$ cat config.mk
export PLATFORM = sky130hd
export DESIGN_NAME = posit_sum_encode_es3
export DESIGN_NICKNAME = d
export VERILOG_FILES = /design/src/rtl/posit_sum_encode_es3_pkg.sv /design/src/rtl/posit_sum_encode_es3_round.sv /design/src/rtl/posit_sum_encode_es3.sv
export SDC_FILE = /design/constraint.sdc
export NUM_CORES = 1
export LEC_CHECK = 0
export ABC_AREA = 1
export BUFFER_PORTS_ARGS = -buffer_cell sky130_fd_sc_hd__buf_2
export CAP_MARGIN = 0
export CORE_MARGIN = 4
export CORE_UTILIZATION = 25
export CTS_CLUSTER_DIAMETER = 120
export DETAILED_ROUTE_END_ITERATION = 10
export GPL_TIMING_DRIVEN = 1
export PLACE_DENSITY = 0.45
export SKIP_LAST_GASP = 1
export SLEW_MARGIN = 10
export SYNTH_ARGS = -nofsm -noshare
export SYNTH_HDL_FRONTEND = slang
export SYNTH_SLANG_ARGS = --single-unit
export TNS_END_PERCENT = 5
$ cat constraint.sdc
create_clock -name clk -period 2.8 [get_ports clk]
set_input_delay 0.28 -clock clk [delete_from_list [all_inputs] [get_ports clk]]
set_output_delay 0.28 -clock clk [all_outputs]
set_load 0.01 [all_outputs]
$ cat src/rtl/posit_sum_encode_es3_pkg.sv
// Shared definitions for the es=3 posit raw-value interface: the serialized
// adder sum layout, posit<32,3> constants, and the operand class used by the
// encode pipeline.
package posit_defines_es3;

  // Normalized fraction width carried by the product-accumulate adder.
  localparam int AMBITS = 28;

  localparam int          POSIT_ES3_NBITS    = 32;
  localparam int          POSIT_ES3_MAXSCALE = 240;
  localparam logic [31:0] POSIT_NAR_32       = 32'h8000_0000;

  // {sgn, scale[10], fraction[AMBITS], inf, zero}
  localparam int POSIT_SERIALIZED_WIDTH_SUM_PRODUCT_ES3 = AMBITS + 13;

  typedef struct packed {
    logic                sgn;
    logic signed [9:0]   scale;
    logic [AMBITS-1:0]   frac;
    logic                inf;
    logic                zero;
  } value_prod_sum;

  // Operand class decided in stage 1; only KIND_NUM goes through rounding.
  typedef enum logic [1:0] {
    KIND_NUM  = 2'd0,
    KIND_ZERO = 2'd1,
    KIND_NAR  = 2'd2
  } value_kind_e;

endpackage

$ cat src/rtl/posit_sum_encode_es3_round.sv
// posit_round_rne: combinational round-to-nearest-even of a posit magnitude,
// with minpos/maxpos pinning and sign application. Shared by posit encoders.
module posit_round_rne #(
  parameter int NBITS = 32
) (
  input  logic [NBITS-2:0] i_mag,
  input  logic             i_guard,
  input  logic             i_sticky,
  input  logic             i_sgn,
  output logic [NBITS-1:0] o_result
);

  localparam int MAG_W = NBITS - 1;

  logic             w_inc;
  logic [NBITS-1:0] w_sum;
  logic [MAG_W-1:0] w_mag;

  // Round, pin into [minpos, maxpos], then negate for negative values
  always_comb begin
    w_inc = i_guard & (i_sticky | i_mag[0]);
    w_sum = {1'b0, i_mag} + NBITS'(w_inc);
    if (w_sum[NBITS-1]) begin
      // Carry out of the magnitude would land on NaR; hold at maxpos.
      w_mag = '1;
    end else if (w_sum[MAG_W-1:0] == '0) begin
      // A finite nonzero value must stay nonzero; hold at minpos.
      w_mag = MAG_W'(1);
    end else begin
      w_mag = w_sum[MAG_W-1:0];
    end
    o_result = i_sgn ? -{1'b0, w_mag} : {1'b0, w_mag};
  end

endmodule

$ cat src/rtl/posit_sum_encode_es3.sv
// posit_sum_encode_es3: encodes the adder's serialized raw sum into a rounded
// posit<32,3> word. Three pipeline stages (classify/clamp, regime pack,
// round), one operand per cycle, no backpressure.
// Optional macro POSIT_SUM_ENCODE_FLAGS_EN adds inexact/saturated outputs.
module posit_sum_encode_es3
  import posit_defines_es3::*;
#(
  parameter int FRAC_W = AMBITS,
  parameter int NBITS  = POSIT_ES3_NBITS,
  parameter int ES     = 3
) (
  input  logic               clk,
  input  logic               rst,
  input  logic               start,
  input  logic [FRAC_W+12:0] in,
  input  logic               truncated,
  output logic [NBITS-1:0]   result,
  output logic               done
`ifdef POSIT_SUM_ENCODE_FLAGS_EN
  ,
  output logic               inexact,
  output logic               saturated
`endif
);

  localparam int MAG_W  = NBITS - 1;
  // Regime terminator, exponent, fraction and truncated bit follow the run.
  localparam int TAIL_W = FRAC_W + ES + 2;
  // Room for the longest regime run (31) ahead of the tail, so nothing falls off.
  localparam int BUF_W  = (TAIL_W + 31 > 64) ? TAIL_W + 31 : 64;

  localparam logic signed [9:0] SCALE_HI = 10'(POSIT_ES3_MAXSCALE);
  localparam logic signed [9:0] SCALE_LO = -SCALE_HI;

  // ---------------- stage 1: unpack, classify, clamp ----------------
  logic                w_sgn;
  logic signed [9:0]   w_scale;
  logic [FRAC_W-1:0]   w_frac;
  logic                w_inf;
  logic                w_zero;
  logic signed [9:0]   w_scale_c;
  logic signed [5:0]   w_k;
  logic [ES-1:0]       w_e;
  value_kind_e         w_kind;

  assign {w_sgn, w_scale, w_frac, w_inf, w_zero} = in;

  // Clamp the scale into the representable regime range
  always_comb begin
    // NOTE: every always_comb output gets a default first so no path can infer a latch.
    w_scale_c = w_scale;
    if (w_scale > SCALE_HI) begin
      w_scale_c = SCALE_HI;
    end else if (w_scale < SCALE_LO) begin
      w_scale_c = SCALE_LO;
    end
  end

  assign w_k = 6'(w_scale_c >>> ES);
  assign w_e = w_scale_c[ES-1:0];

  // Classify the operand; NaR outranks zero when both flags are raised
  always_comb begin
    w_kind = KIND_NUM;
    if (w_zero) w_kind = KIND_ZERO;
    if (w_inf)  w_kind = KIND_NAR;
  end

  logic                r_s1_valid;
  value_kind_e         r_s1_kind;
  logic                r_s1_sgn;
  logic signed [5:0]   r_s1_k;
  logic [ES-1:0]       r_s1_e;
  logic [FRAC_W-1:0]   r_s1_frac;
  logic                r_s1_trunc;

  // ---------------- stage 2: regime build and field pack ----------------
  logic [TAIL_W-1:0]   w_tail;
  logic [BUF_W-1:0]    w_base;
  logic [BUF_W-1:0]    w_buf;
  logic [4:0]          w_rlen;
  logic [MAG_W-1:0]    w_mag;
  logic                w_guard;
  logic                w_sticky;

  // Shift the tail right by the regime run length, filling with the run bit
  always_comb begin
    w_tail = {r_s1_k[5], r_s1_e, r_s1_frac, r_s1_trunc};
    w_base = {w_tail, {(BUF_W-TAIL_W){1'b0}}};
    w_rlen = r_s1_k[5] ? 5'(-r_s1_k) : 5'(r_s1_k + 6'sd1);
    w_buf  = w_base >> w_rlen;
    if (!r_s1_k[5]) begin
      w_buf = w_buf | ~({BUF_W{1'b1}} >> w_rlen);
    end
  end

  assign w_mag    = w_buf[BUF_W-1 -: MAG_W];
  assign w_guard  = w_buf[BUF_W-1-MAG_W];
  assign w_sticky = (|w_buf[BUF_W-2-MAG_W:0]) | r_s1_trunc;

  logic                r_s2_valid;
  value_kind_e         r_s2_kind;
  logic                r_s2_sgn;
  logic [MAG_W-1:0]    r_s2_mag;
  logic                r_s2_guard;
  logic                r_s2_sticky;

  // ---------------- stage 3: round and sign ----------------
  logic [NBITS-1:0]    w_rounded;
  logic [NBITS-1:0]    w_final;

  posit_round_rne #(.NBITS(NBITS)) u_round (
    .i_mag    (r_s2_mag),
    .i_guard  (r_s2_guard),
    .i_sticky (r_s2_sticky),
    .i_sgn    (r_s2_sgn),
    .o_result (w_rounded)
  );

  // Special codes bypass rounding and sign handling
  always_comb begin
    unique case (r_s2_kind)
      KIND_NAR:  w_final = NBITS'(POSIT_NAR_32);
      KIND_ZERO: w_final = '0;
      default:   w_final = w_rounded;
    endcase
  end

  logic                r_done;
  logic [NBITS-1:0]    r_result;

`ifdef POSIT_SUM_ENCODE_FLAGS_EN
  logic w_sat;
  logic w_pinned;
  logic r_s1_sat;
  logic r_s2_sat;
  logic r_inexact;
  logic r_saturated;

  assign w_sat    = (w_scale > SCALE_HI) | (w_scale < SCALE_LO);
  assign w_pinned = ((r_s2_mag == '0) & ~(r_s2_guard & r_s2_sticky)) |
                    ((&r_s2_mag) & r_s2_guard);
`endif

  // Valid chain and output register; reset flushes every in-flight operand
  always_ff @(posedge clk) begin
    // NOTE: sequential state uses non-blocking assignments so every stage samples pre-edge values.
    if (rst) begin
      r_s1_valid  <= 1'b0;
      r_s2_valid  <= 1'b0;
      r_done      <= 1'b0;
      r_result    <= '0;
`ifdef POSIT_SUM_ENCODE_FLAGS_EN
      r_inexact   <= 1'b0;
      r_saturated <= 1'b0;
`endif
    end else begin
      // An unknown start takes the else branch and is treated as idle.
      if (start) r_s1_valid <= 1'b1;
      else       r_s1_valid <= 1'b0;
      r_s2_valid <= r_s1_valid;
      r_done     <= r_s2_valid;
      if (r_s2_valid) begin
        r_result    <= w_final;
`ifdef POSIT_SUM_ENCODE_FLAGS_EN
        r_inexact   <= (r_s2_kind == KIND_NUM) & (r_s2_guard | r_s2_sticky);
        r_saturated <= (r_s2_kind == KIND_NUM) & (r_s2_sat | w_pinned);
`endif
      end
    end
  end

  // Datapath stage registers, loaded only when their stage holds an operand
  always_ff @(posedge clk) begin
    // NOTE: datapath registers carry no reset; the valid chain alone decides whether they are used.
    if (start) begin
      r_s1_kind  <= w_kind;
      r_s1_sgn   <= w_sgn;
      r_s1_k     <= w_k;
      r_s1_e     <= w_e;
      r_s1_frac  <= w_frac;
      r_s1_trunc <= truncated;
`ifdef POSIT_SUM_ENCODE_FLAGS_EN
      r_s1_sat   <= w_sat;
`endif
    end
    if (r_s1_valid) begin
      r_s2_kind   <= r_s1_kind;
      r_s2_sgn    <= r_s1_sgn;
      r_s2_mag    <= w_mag;
      r_s2_guard  <= w_guard;
      r_s2_sticky <= w_sticky;
`ifdef POSIT_SUM_ENCODE_FLAGS_EN
      r_s2_sat    <= r_s1_sat;
`endif
    end
  end

  assign result = r_result;
  assign done   = r_done;
`ifdef POSIT_SUM_ENCODE_FLAGS_EN
  assign inexact   = r_inexact;
  assign saturated = r_saturated;
`endif

endmodule

# Word level (Yosys, flattened, before mapping)
# Cells that the tools add are included.
totals:
  ff_bits: 112
  input_bits: 45
op_classes:
  add_sub_neg: 4
  magnitude_cmp: 2
  eq_ne: 2
  shift: 2
  n_mux: 9
  bitwise: 5
  n_reduce_logical: 3
ops:
  columns: ["operator", "count"]
  rows:
  - ["2-to-1 mux 64 bit", 1]
  - ["inverter 64 bit", 1]
  - ["OR 64 bit", 1]
  - ["case mux 32 bit (2 select lines)", 1]
  - [">> shifter 64 x 5 -> 64 bit", 1]
  - [">> shifter 64 x 5 -> 64 bit, first input constant", 1]
  - ["2-to-1 mux 31 bit", 2]
  - ["adder 31 x 1 -> 32 bit", 1]
  - ["2-to-1 mux 32 bit", 1]
  - ["negation 31 -> 32 bit", 1]
  - ["OR reduction 32 bit", 1]
  - ["zero test 31 bit", 1]
  - ["greater-than comparator 10 x 9 -> 1 bit, second input constant", 1]
  - ["< comparator 10 x 9 -> 1 bit, second input constant", 1]
  - ["2-to-1 mux 9 bit", 1]
  - ["adder 5 x 2 -> 5 bit, second input constant", 1]
  - ["2-to-1 mux 5 bit", 1]
  - ["negation 5 bit", 1]
  - ["== test 2 x 1 -> 1 bit, second input constant", 1]
  - ["== test 2 bit, second input constant", 1]
  - ["2-to-1 mux 1 bit", 2]
  - ["OR 1 bit", 2]
  - ["OR reduction 2 bit", 1]
  - ["AND 1 bit", 1]

# Longest topological paths before layout
# Gate-level depths: netlist of run 1.
logic_depth:
  word_depth: 9
  ltp_mapped: 27
  mapped_depth_nobuf: 27

# Cells and area by module
# From an unflattened synthesis of run 1, not the netlist that was laid out.
hier_totals:
  hier_cells: 1279
  area_unflattened_um2: 8603.3
modules_own_cells:
  columns: ["module", "instances", "cells_per_inst", "area_per_inst_um2"]
  rows:
  - ["posit_sum_encode_es3", 1, 761, 6067.1]
  - ["posit_round_rne", 1, 518, 2536.2]

# Worst setup path before layout of run 1
# OpenSTA, ideal clock, no wires.
synth_timing:
  kind: "reg2reg"
  start: "register r_s2_mag[0]"
  end: "register r_result[30] (netlist: result[30])"
  setup_ps: 134
  arrival_ps: 2975
  setup_slack_ps: -308
  path_stages_with_launch: 26
  n_path_buf: 0
  cell_sequence: "edfxtp_1 > o21a_1 > ha_1 > ha_1 > nand2_2 > nor2_4 > nand2_1 > nor2_2 > nand3b_1 > nand2_2 > nor2_1 > nand2_1 > nor2_2 > nand3_4 > nand2_1 > nor2_1 > ha_1 > nand3_1 > nor2_1 > nand3_2 > nor3_1 > nand2_1 > nand2_1 > nand2_1 > nand3_1 > a21oi_1"
synth_between:
  elab_chain_len: 9
synth_lines:
  columns: ["element", "line_no", "source"]
  rows:
  - ["start: declaration", "posit_sum_encode_es3.sv:104", "logic [MAG_W-1:0] r_s2_mag;"]
  - ["start signal: assignment", "posit_sum_encode_es3.sv:190", "r_s2_mag <= w_mag;"]
  - ["OR 1 bit", "posit_sum_encode_es3_round.sv:21", "w_inc = i_guard & (i_sticky | i_mag[0]);"]
  - ["AND 1 bit", "posit_sum_encode_es3_round.sv:21", null]
  - ["adder 31 x 1 -> 32 bit *", "posit_sum_encode_es3_round.sv:22", "w_sum = {1'b0, i_mag} + NBITS'(w_inc);"]
  - ["zero test 31 bit", "posit_sum_encode_es3_round.sv:26", "end else if (w_sum[MAG_W-1:0] == '0) begin"]
  - ["2-to-1 mux 31 bit", "posit_sum_encode_es3_round.sv:26", null]
  - ["2-to-1 mux 31 bit *", "posit_sum_encode_es3_round.sv:23", "if (w_sum[NBITS-1]) begin"]
  - ["negation 31 -> 32 bit", "posit_sum_encode_es3_round.sv:32", "o_result = i_sgn ? -{1'b0, w_mag} : {1'b0, w_mag};"]
  - ["2-to-1 mux 32 bit *", "posit_sum_encode_es3_round.sv:32", null]
  - ["case mux 32 bit (2 select lines) *", "posit_sum_encode_es3.sv:122", "unique case (r_s2_kind)"]
  - ["end signal: assignment", "posit_sum_encode_es3.sv:164", "r_result <= w_final;"]
  - ["end: declaration", "posit_sum_encode_es3.sv:130", "logic [NBITS-1:0] r_result;"]
# Every way passes the cells marked *; elsewhere a longest branch is shown, timed or not.
# A chain may end at the register's enable or synchronous reset.

# Worst setup path in the final report of run 1
layout_timing:
  start: "register r_s2_mag[0]"
  end: "register r_result[24] (netlist: result[24])"
# Same word-level chain as after synthesis.

==> results of run 1 <==
[path summary, 6_finish.rpt]
| path | from | endpoint | slack (ps) | cells after the start |
|---|---|---|---|---|
| max | r_s2_mag[0] | result[24] | -420 | 27 |
| min reg2reg | r_s1_kind[0] | r_s2_kind[0] | 420 | 0 |
| max reg2reg | r_s2_mag[0] | result[24] | -420 | 27 |
| min | in[7] | r_s1_frac[5] | 70 | 1 |
[synthesized netlist by cell type, drive strengths merged (7+ instances only)]
cell / instances / area share [%]
nand2: 383 / 18
nor2: 129 / 7.4
o21ai: 127 / 8.0
inv: 122 / 5.7
edfxtp: 77 / 29
nand3: 77 / 5.4
a21oi: 49 / 3.1
dfxtp: 35 / 8.7
clkbuf: 25 / 1.2
buf: 21 / 1.5
nand3b: 21 / 2.1
nor3: 17 / 1.3
nand4: 16 / 1.2
mux2i: 12 / 1.5
o211ai: 10 / 0.93
clkinv: 7 / 0.32
ha: 7 / 1.1
[power breakdown]
part	leakage (uW)	internal, uW	switching, uW	total (uW)
registers	0.00102	1970	98.3	2070
clock network	0.000135	618	655	1270
logic	0.00394	1220	1490	2710
[layer usage]
| metal | wire length (um) | track usage, % | vias to the layer above |
|---|---|---|---|
| met5 | 0 | 0 | - |
| li1 | - | - | 4435 |
| met4 | 364 | 3.614 | 0 |
| met2 | 11770 | 24.71 | 129 |
| met3 | 919 | 3.053 | 19 |
| met1 | 12870 | 20.48 | 3784 |
[state kept, by name (all words and copies together), names as in the netlist]
signal       cells
done             1
r_s1_e           3
r_s1_frac       28
r_s1_k           6
r_s1_kind        2
r_s1_sgn         1
r_s1_trunc       1
r_s1_valid       1
r_s2_guard       1
r_s2_kind        2
r_s2_mag        31
r_s2_sgn         1
r_s2_sticky      1
r_s2_valid       1
result          32
[worst reg2reg max path, delay by kind of cell, from the launching register on]
kind            cells  cell delay, ps
fa+ha+maj           3             490
buf+inv             1              70
compound gates      4             470
flops               1             350
simple gates       19            1790
[through the flow]
| step | util (%) | worst slack, ps | TNS [ps] |
|---|---|---|---|
| after floorplan | - | -184.5 | -1118 |
| after global placement | 33.31 | -383.1 | -5597 |
| after detailed placement | 33.31 | -468.0 | -6900 |
| after CTS | 34.52 | -435.1 | -7350 |
| after global routing | 34.75 | -718.5 | -18540 |
| final | 34.75 | -421.3 | -6884 |
[kinds of logic after synthesis]
kind of cell / synth area share, %
muxes: 1.484
DFF: 37.21
adders and majority gates: 1.082
and+or+nand+nor: 36.59
AOI/OAI and AO/OA: 14.05
xor gates and xnor gates: 0.8653
buffers and inverters: 8.716
[repair_timing]
action                                  in CTS  in global routing
setup buffers                                8                  2
gates resized for setup                      9                 15
pin swaps                                   21                 16
endpoints found under the setup margin      32                 52
[area by class of cell]
class                      count  area [um2]
clock inverter                 6       51.30
tap                          402       503.0
inverter                     129       484.2
clock buffer                  10       229.0
multi-input combinational    886        4528
fill                        3483       20690
sequential                   112        3013
timing repair buffer         314        2215
==> results.sh, run 1 <==
export IMPL_status="finished with violations"
export IMPL_violations="setup timing"
export IMPL_antenna_found_initial=0
export IMPL_path_clk_slew_ps=80
export IMPL_ir_drop_v=0.0003054
export IMPL_period_share_pct=115.0
export IMPL_grt_pass1_vias=8278
export IMPL_syn_inst=1173
export IMPL_tightest_slew_ps=1016
export IMPL_critical_path_required_ps=3120
export IMPL_n_antenna_cell=0
export IMPL_hold_viol_final=0
export IMPL_cp_data_arrival_time_ps=3540
export IMPL_portBuffers=77
export IMPL_slowest_stage="edfxtp_1"
export IMPL_track_usage_pct=15.07
export IMPL_startpoint_type="register"
export IMPL_total_power_uw=6051
export IMPL_netlist_area_um2=8097
export IMPL_synth_distinct_cells=51
export IMPL_core_area_um2=31720
export IMPL_maxCapViolations=0
export IMPL_vias=8367
export IMPL_powerDensity_nw_per_um2=548.9
export IMPL_antenna_left=0
export IMPL_die_y_um=188.0
export IMPL_design_area_um2=11020
export IMPL_ys_seq_area_share_pct=37.21
export IMPL_dp_hpwl_um=21310
export IMPL_htree_levels=3
export IMPL_synthToLayoutAreaGrowth_pct=36.15
export IMPL_cts_root_buffer="clkbuf_16"
export IMPL_grt_max_degree=43
export IMPL_slew_headroom_pct=32.20
export IMPL_synth_nets=1225
export IMPL_tritoncts="yes"
export IMPL_ys_seq_elements=112
export IMPL_layout_commonest_cell="nand2_1"
export IMPL_dr_pass1_iters=5
export IMPL_initial_core_util_pct=25.53
export IMPL_synth_edff_count=77
export IMPL_max_freq_mhz=310.4
export IMPL_gp_congestion=0.8693
export IMPL_ios=78
export IMPL_post_route_drc_count=0
export IMPL_post_synth_cell_area_avg_um2=6.902
export IMPL_async_flop_share_pct=0
export IMPL_clock_skew_ps=15.59
export IMPL_routedWlPerCell_um=13.95
export IMPL_end_kind="register"
export IMPL_setup_viol=30
export IMPL_crit_type="register to register"
export IMPL_critical_path_top_delay_family="simple AND/OR/NAND/NOR gates"
export IMPL_cp_max_fo=5
export IMPL_die_x_um=188.0
export IMPL_p_leak_uw=0.005097
export IMPL_dp_cells=1833
export IMPL_hold_ws_ps=69.74
export IMPL_viasPerCell=4.501
export IMPL_clock_tree_buffer_depth=2
export IMPL_grt_pass1_wl_um=42760
export IMPL_fin_ws_ps=-421.3
export IMPL_clk_latency_ps=390
export IMPL_ys_warn_count=0
export IMPL_place_area_um2=10570
export IMPL_final_cell_mix="nand2_1, buf_4, inv_1, o21ai_0, nor2_1"
export IMPL_cpMostUsedCell="nand2_2"
export IMPL_layout_drive_gt1_share_pct=28.48
export IMPL_worst_path_buf_inv=1
export IMPL_nets=1504
export IMPL_grt_overflow=0
export IMPL_row_count=65
export IMPL_drt_wl_total_um=25930
export IMPL_holdCritPathClass="primary input to register"
export IMPL_finalNonFillerCells=1859
export IMPL_max_stage_delay_ps=350
export IMPL_cts_buffers=9
export IMPL_rsz0062_at_grt="yes"
export IMPL_drv_slew=0
export IMPL_synth_ff_type="edfxtp_1"
export IMPL_drt_iter0_markers=422
export IMPL_cts_sinks=112
export IMPL_period_minus_slack_ps=3221
export IMPL_dieArea_um2=35330
export IMPL_ctsHoldBuffers=0
No activity file was read; power rests on OpenSTA's default activity.
==> run 2, diff against run 1 <==
Settings changed: ABC_AREA 1 to 0.
==> run 2 against run 1 <==
  * The run still ends with setup timing left
  * Combinational power increased by 7%
  * Sequential power about the same
  * Non-clock buffer count is 7 lower
  * Critical endpoint is now result[10]
==> results.sh, run 2 <==
export IMPL_slowest_stage="or4b_1"
export IMPL_grt_pass1_vias=7266
export IMPL_dp_hpwl_um=18890
export IMPL_grt_overflow=0
export IMPL_crit_chain="o21a_1 > ha_4 > ha_4 > nor2_4 > a21oi_2 > o32a_1 > nand3b_1 > or4b_1 > and4bb_4 > nor3_4 > ha_2 > nand3_4 > buf_12 > or4_1 > a21o_1 > o211ai_1 > a22oi_1 > nor2_1"
export IMPL_dr_pass1_iters=5
export IMPL_period_share_pct=129.3
export IMPL_synth_area_leaders="edfxtp_1, dfxtp_1, mux2i_1"
export IMPL_drv_slew=0
export IMPL_pre_cts_ws_ps=-951.1
export IMPL_maxCapViolations=0
export IMPL_routedWlPerCell_um=15.27
export IMPL_min_from="in[40]"
export IMPL_period_minus_slack_ps=3620
export IMPL_core_area_um2=30990
export IMPL_synth_nets=916
export IMPL_post_route_drc_count=0
export IMPL_ys_seq_elements=112
export IMPL_holdCritPathClass="primary input to register"
export IMPL_ctsHoldBuffers=0
export IMPL_setup_viol=34
export IMPL_die_y_um=186.2
export IMPL_htree_levels=3
export IMPL_layout_commonest_cell="buf_4"
export IMPL_viasPerCell=4.820
export IMPL_netlist_area_um2=7938
export IMPL_nets=1171
export IMPL_rsz0062_at_grt="yes"
export IMPL_die_x_um=186.2
export IMPL_startpoint_type="register"
export IMPL_max_freq_mhz=276.2
export IMPL_cts_root_buffer="clkbuf_16"
export IMPL_r2r_cells=18
export IMPL_antenna_found_initial=0
export IMPL_gp_congestion=0.9074
export IMPL_n_antenna_cell=0
export IMPL_cpMostUsedCell="ha_4"
export IMPL_dieArea_um2=34660
export IMPL_ys_warn_count=0
export IMPL_post_synth_cell_area_avg_um2=9.187
export IMPL_synth_ff_type="edfxtp_1"
export IMPL_fin_util_pct=34.91
export IMPL_synth_most_common_cell="nand2_1"
export IMPL_crit_type="register to register"
export IMPL_cp_max_fo=6
export IMPL_tritoncts="yes"
export IMPL_min_path_cells=1
export IMPL_hold_viol_final=0
export IMPL_r2r_end="result[10]"
export IMPL_path_clk_slew_ps=80
export IMPL_worst_path_buf_inv=1
export IMPL_clock_tree_buffer_depth=2
export IMPL_drt_iter0_markers=321
export IMPL_rrSetupSlack_ps=-820
export IMPL_ys_seq_area_share_pct=37.96
export IMPL_vias=7322
export IMPL_largest_reg_flops=32
export IMPL_antenna_left=0
export IMPL_end_kind="register"
export IMPL_status="finished with violations"
export IMPL_async_flop_share_pct=0
export IMPL_portBuffers=77
export IMPL_ios=78
export IMPL_synthToLayoutAreaGrowth_pct=36.30
export IMPL_clk_latency_ps=370
export IMPL_cts_sinks=112
export IMPL_initial_core_util_pct=25.61
export IMPL_fin_ws_ps=-820.3
export IMPL_tns_ps=-17780
export IMPL_cts_buffers=9
export IMPL_slew_headroom_pct=40.68
export IMPL_layout_drive_gt1_share_pct=35.00
export IMPL_violations="setup timing"
export IMPL_row_count=64
export IMPL_ir_drop_v=0.0003144
export IMPL_critical_path_top_delay_family="simple AND/OR/NAND/NOR gates"
export IMPL_grt_max_degree=43
export IMPL_powerDensity_nw_per_um2=576.3
export IMPL_synth_top_area_share_pct=29.13
export IMPL_tightest_slew_ps=889.7
export IMPL_max_stage_delay_ps=490
export IMPL_syn_inst=864
export IMPL_clock_skew_ps=15.73
export IMPL_cp_data_arrival_time_ps=3860
export IMPL_grt_pass1_wl_um=37810
export IMPL_synth_distinct_cells=76
export IMPL_drt_wl_total_um=23200
export IMPL_p_leak_uw=0.004378
export IMPL_netlist_top_cells_count="nand2_1, nor2_1, edfxtp_1"
export IMPL_track_usage_pct=13.52
export IMPL_synth_edff_count=77
export IMPL_rr_startpoint="r_s2_mag[0]"
export IMPL_final_cell_mix="buf_4, nand2_1, nor2_1, buf_2, edfxtp_1"
export IMPL_critical_path_required_ps=3040
export IMPL_hold_path_end="r_s1_sgn"
export IMPL_synth_area_leader_cell="edfxtp_1"
-- run 2: cell types whose count changed after synthesis, moves of 17 or more --
| cell | delta |
|---|---|
| nand2_1 | -280 |
| inv_1 | -107 |
| o21ai_0 | -67 |
| mux2i_1 | +55 |
| nand3_1 | -32 |
| xnor2_1 | +31 |
| nor2_1 | -27 |
| xor2_1 | +17 |
-- run 2: power breakdown --
group          internal, uW  switching (uW)  total [uW]
Sequential             1970             106        2080
Clock                   607             634        1240
Combinational          1450            1460        2910
-- run 2: through the flow --
step           hold WS, ps  total power, uW  instance area (um2)  instances
4_1_cts              65.80             6279                10750       1518
3_3_place_gp         406.6             4999                10460       1503
2_1_floorplan        351.6             3620                 8011        864
3_5_place_dp         416.4             5009                10460       1503
6_report             85.44             6235                10820       1519
5_1_grt              63.22             6667                10820       1519
-- run 2: cells by family after synthesis --
| group | share of synthesized area [%] |
|---|---|
| AOI/OAI and AO/OA | 14.88 |
| xor gates and xnor gates | 6.179 |
| adders and majority gates | 1.103 |
| buffers and inverters | 4.130 |
| DFF | 37.96 |
| muxes | 13.13 |
| and+or+nand+nor | 22.62 |
-- run 2: how the worst max path moves through the flow --
stage                            from          to  slack, ps  cells after the start
after global placement    r_s2_mag[0]   result[4]       -880                     17
after global routing      r_s2_mag[0]  result[10]      -1040                     18
after detailed placement  r_s2_mag[0]   result[4]       -950                     17
after CTS                 r_s2_mag[0]  result[10]       -870                     18
final                     r_s2_mag[0]  result[10]       -820                     18
after floorplan           r_s2_mag[0]  result[16]       -970                     18
-- run 2: timing repair --
| action | 4_1_cts | 5_1_grt |
|---|---|---|
| pin swaps | 0 | 4 |
| resized for setup | 6 | 11 |
| setup buffers | 0 | 1 |
| endpoints found under the setup margin | 37 | 58 |
-- run 2: layout make-up --
class / count / area, um2
Inverter: 11 / 41.29
Sequential cell: 112 / 3013
Timing Repair Buffer: 307 / 2212
Multi-Input combinational cell: 678 / 4787
Fill cell: 3252 / 20170
Clock inverter: 6 / 45.04
Tap cell: 396 / 495.5
Clock buffer: 9 / 225.2
-- run 2: layer usage --
layer	wire (um)	vias up	global-route usage [%]	share of wire, %
met5	0	-	0	0
met4	329	0	2.915	1.4
met3	801	20	2.217	3.5
met2	11200	142	23.34	48
met1	10870	3432	17.91	47
li1	-	3728	-	-
==> run 3, diff against run 2 <==
Settings changed: CAP_MARGIN 0 to 20, CORE_ASPECT_RATIO set to 0.5, CORE_MARGIN 4 to 2.
==> run 3 against run 2 <==
  * The flow still finishes with violations (setup timing)
  * Sequential cell count did not move
  * Worst hold slack got worse by 11 ps
  * Cell area fell by 0.50%
  * Global-route usage rose by 1.2 points
  * Maximum frequency rose by 0.94%
==> results.sh, run 3 (synthesis gave the netlist of run 2 again) <==
export IMPL_status="finished with violations"
export IMPL_violations="setup timing"
export IMPL_critical_path_required_ps=3130
export IMPL_antenna_left=0
export IMPL_max_stage_delay_ps=550
export IMPL_worst_path_buf_inv=2
export IMPL_powerDensity_nw_per_um2=574.1
export IMPL_slowest_stage="or4b_4"
export IMPL_crit_type="register to register"
export IMPL_final_cell_mix="buf_4, nand2_1, nor2_1, buf_2, edfxtp_1"
export IMPL_cpMostUsedCell="ha_4"
export IMPL_track_usage_pct=14.70
export IMPL_vias=7305
export IMPL_initial_core_util_pct=25.21
export IMPL_clock_skew_ps=7.723
export IMPL_n_antenna_cell=0
export IMPL_viasPerCell=4.707
export IMPL_min_path_cells=1
export IMPL_nets=1167
export IMPL_ctsHoldBuffers=0
export IMPL_dr_pass1_iters=5
export IMPL_period_share_pct=128.1
export IMPL_critical_path_top_delay_family="simple AND/OR/NAND/NOR gates"
export IMPL_total_power_uw=6180
export IMPL_die_x_um=256.0
export IMPL_r2r_cells=17
export IMPL_dp_hpwl_um=19890
export IMPL_cts_buffers=9
export IMPL_ios=78
export IMPL_largest_reg_flops=32
export IMPL_die_y_um=130.0
export IMPL_period_minus_slack_ps=3587
export IMPL_r2r_end="result[16]"
export IMPL_tritoncts="yes"
export IMPL_cp_depth=17
export IMPL_max_freq_mhz=278.8
export IMPL_drt_wl_total_um=24320
export IMPL_design_area_um2=10770
export IMPL_drt_iter0_markers=536
export IMPL_core_area_um2=31480
export IMPL_clock_tree_buffer_depth=2
export IMPL_end_kind="register"
export IMPL_path_clk_slew_ps=70
export IMPL_dieArea_um2=33280
export IMPL_clk_latency_ps=380
export IMPL_place_area_um2=10400
export IMPL_hold_path_end="r_s1_frac[21]"
export IMPL_slew_headroom_pct=36.81
export IMPL_cts_root_buffer="clkbuf_16"
export IMPL_rrSetupSlack_ps=-790
export IMPL_cp_data_arrival_time_ps=3910
export IMPL_routedWlPerCell_um=15.67
export IMPL_min_from="in[23]"
export IMPL_fin_ws_ps=-786.8
export IMPL_layout_commonest_cell="buf_4"
export IMPL_gp_congestion=0.9134
export IMPL_post_route_drc_count=0
export IMPL_holdCritPathClass="primary input to register"
export IMPL_grt_pass1_wl_um=38590
export IMPL_grt_pass1_vias=6988
export IMPL_htree_levels=3
export IMPL_tightest_slew_ps=947.9
export IMPL_grt_overflow=0
export IMPL_grt_max_degree=43
export IMPL_fin_util_pct=34.19
export IMPL_maxCapViolations=0
export IMPL_startpoint_type="register"
export IMPL_setup_viol=36
export IMPL_ir_drop_v=0.0003287
export IMPL_rr_startpoint="r_s2_mag[0]"
export IMPL_crit_chain="o21a_1 > ha_4 > ha_4 > nand4_1 > buf_6 > buf_4 > o32a_1 > nand3b_1 > or4b_4 > and4bb_4 > nor3_4 > ha_2 > and2_4 > nand3_2 > mux2_4 > o22ai_1 > a22o_1"
export IMPL_p_leak_uw=0.004345
export IMPL_synthToLayoutAreaGrowth_pct=35.62
export IMPL_row_count=46
export IMPL_drv_slew=0
export IMPL_antenna_found_initial=0
export IMPL_hold_viol_final=0
export IMPL_layout_drive_gt1_share_pct=34.38
export IMPL_rsz0062_at_grt="yes"
export IMPL_cts_sinks=112
export IMPL_portBuffers=77
export IMPL_cp_max_fo=5
[run 3: changes by cell type in the layout (fill, tap and decap cells not counted), sizes merged]
| cell | change |
|---|---|
| buf | -4 |
| clkbuf | +1 |
[run 3: power breakdown]
group	internal (uW)	total, uW	switching (uW)
Sequential	1980	2090	110
Combinational	1380	2860	1470
Clock	607	1240	631
[run 3: per-layer routing]
metal / track usage [%] / vias up / wire length (um)
met5: 0 / - / 0
met4: 4.162 / 0 / 396
met3: 2.875 / 22 / 808
met2: 23.18 / 127 / 10760
met1: 20.58 / 3421 / 12350
li1: - / 3735 / -
[run 3: repair_timing]
item                       4_1_cts  5_1_grt
cloned                           0        0
setup endpoints to repair       49       57
resized for setup                9        5
buffers inserted                 3        0
pin swaps                       11        3
[run 3: through the flow]
step / setup TNS (ps) / instances / hold WS (ps) / worst slack, ps
floorplan: -18450 / 864 / 351.6 / -969.9
global placement: -17520 / 1532 / 407.2 / -834.5
detailed placement: -21100 / 1532 / 410.7 / -949.4
CTS: -20250 / 1551 / 54.01 / -836.3
global route: -26650 / 1552 / 41.11 / -991.5
finish: -17880 / 1552 / 74.85 / -786.8
[run 3: cell type report]
class | count | area [um2]
fill | 3299 | 20720
multi-input combinational | 678 | 4757
sequential | 112 | 3013
timing repair buffer | 303 | 2143
tap | 432 | 540.5
clock buffer | 10 | 229.0
clock inverter | 6 | 41.29
inverter | 11 | 41.29
[run 3: worst register-to-register path, stage by stage, from the launching register on]
cell      delay [ps]
edfxtp_1         350
o21a_1           150
ha_4             170
ha_4             150
nand4_1          120
buf_6            170
buf_4            120
o32a_1           170
nand3b_1         170
or4b_4           550
and4bb_4         350
nor3_4            50
ha_2             230
and2_4           150
nand3_2           90
mux2_4           300
o22ai_1          110
a22o_1           130
[run 3: how the worst max path moves through the flow]
stage                      startpoint    endpoint  slack, ps
after floorplan           r_s2_mag[0]  result[16]       -970
after global placement    r_s2_mag[0]   result[4]       -830
after detailed placement  r_s2_mag[0]   result[4]       -950
after CTS                 r_s2_mag[0]  result[28]       -840
after global routing      r_s2_mag[0]  result[30]       -990
final                     r_s2_mag[0]  result[16]       -790
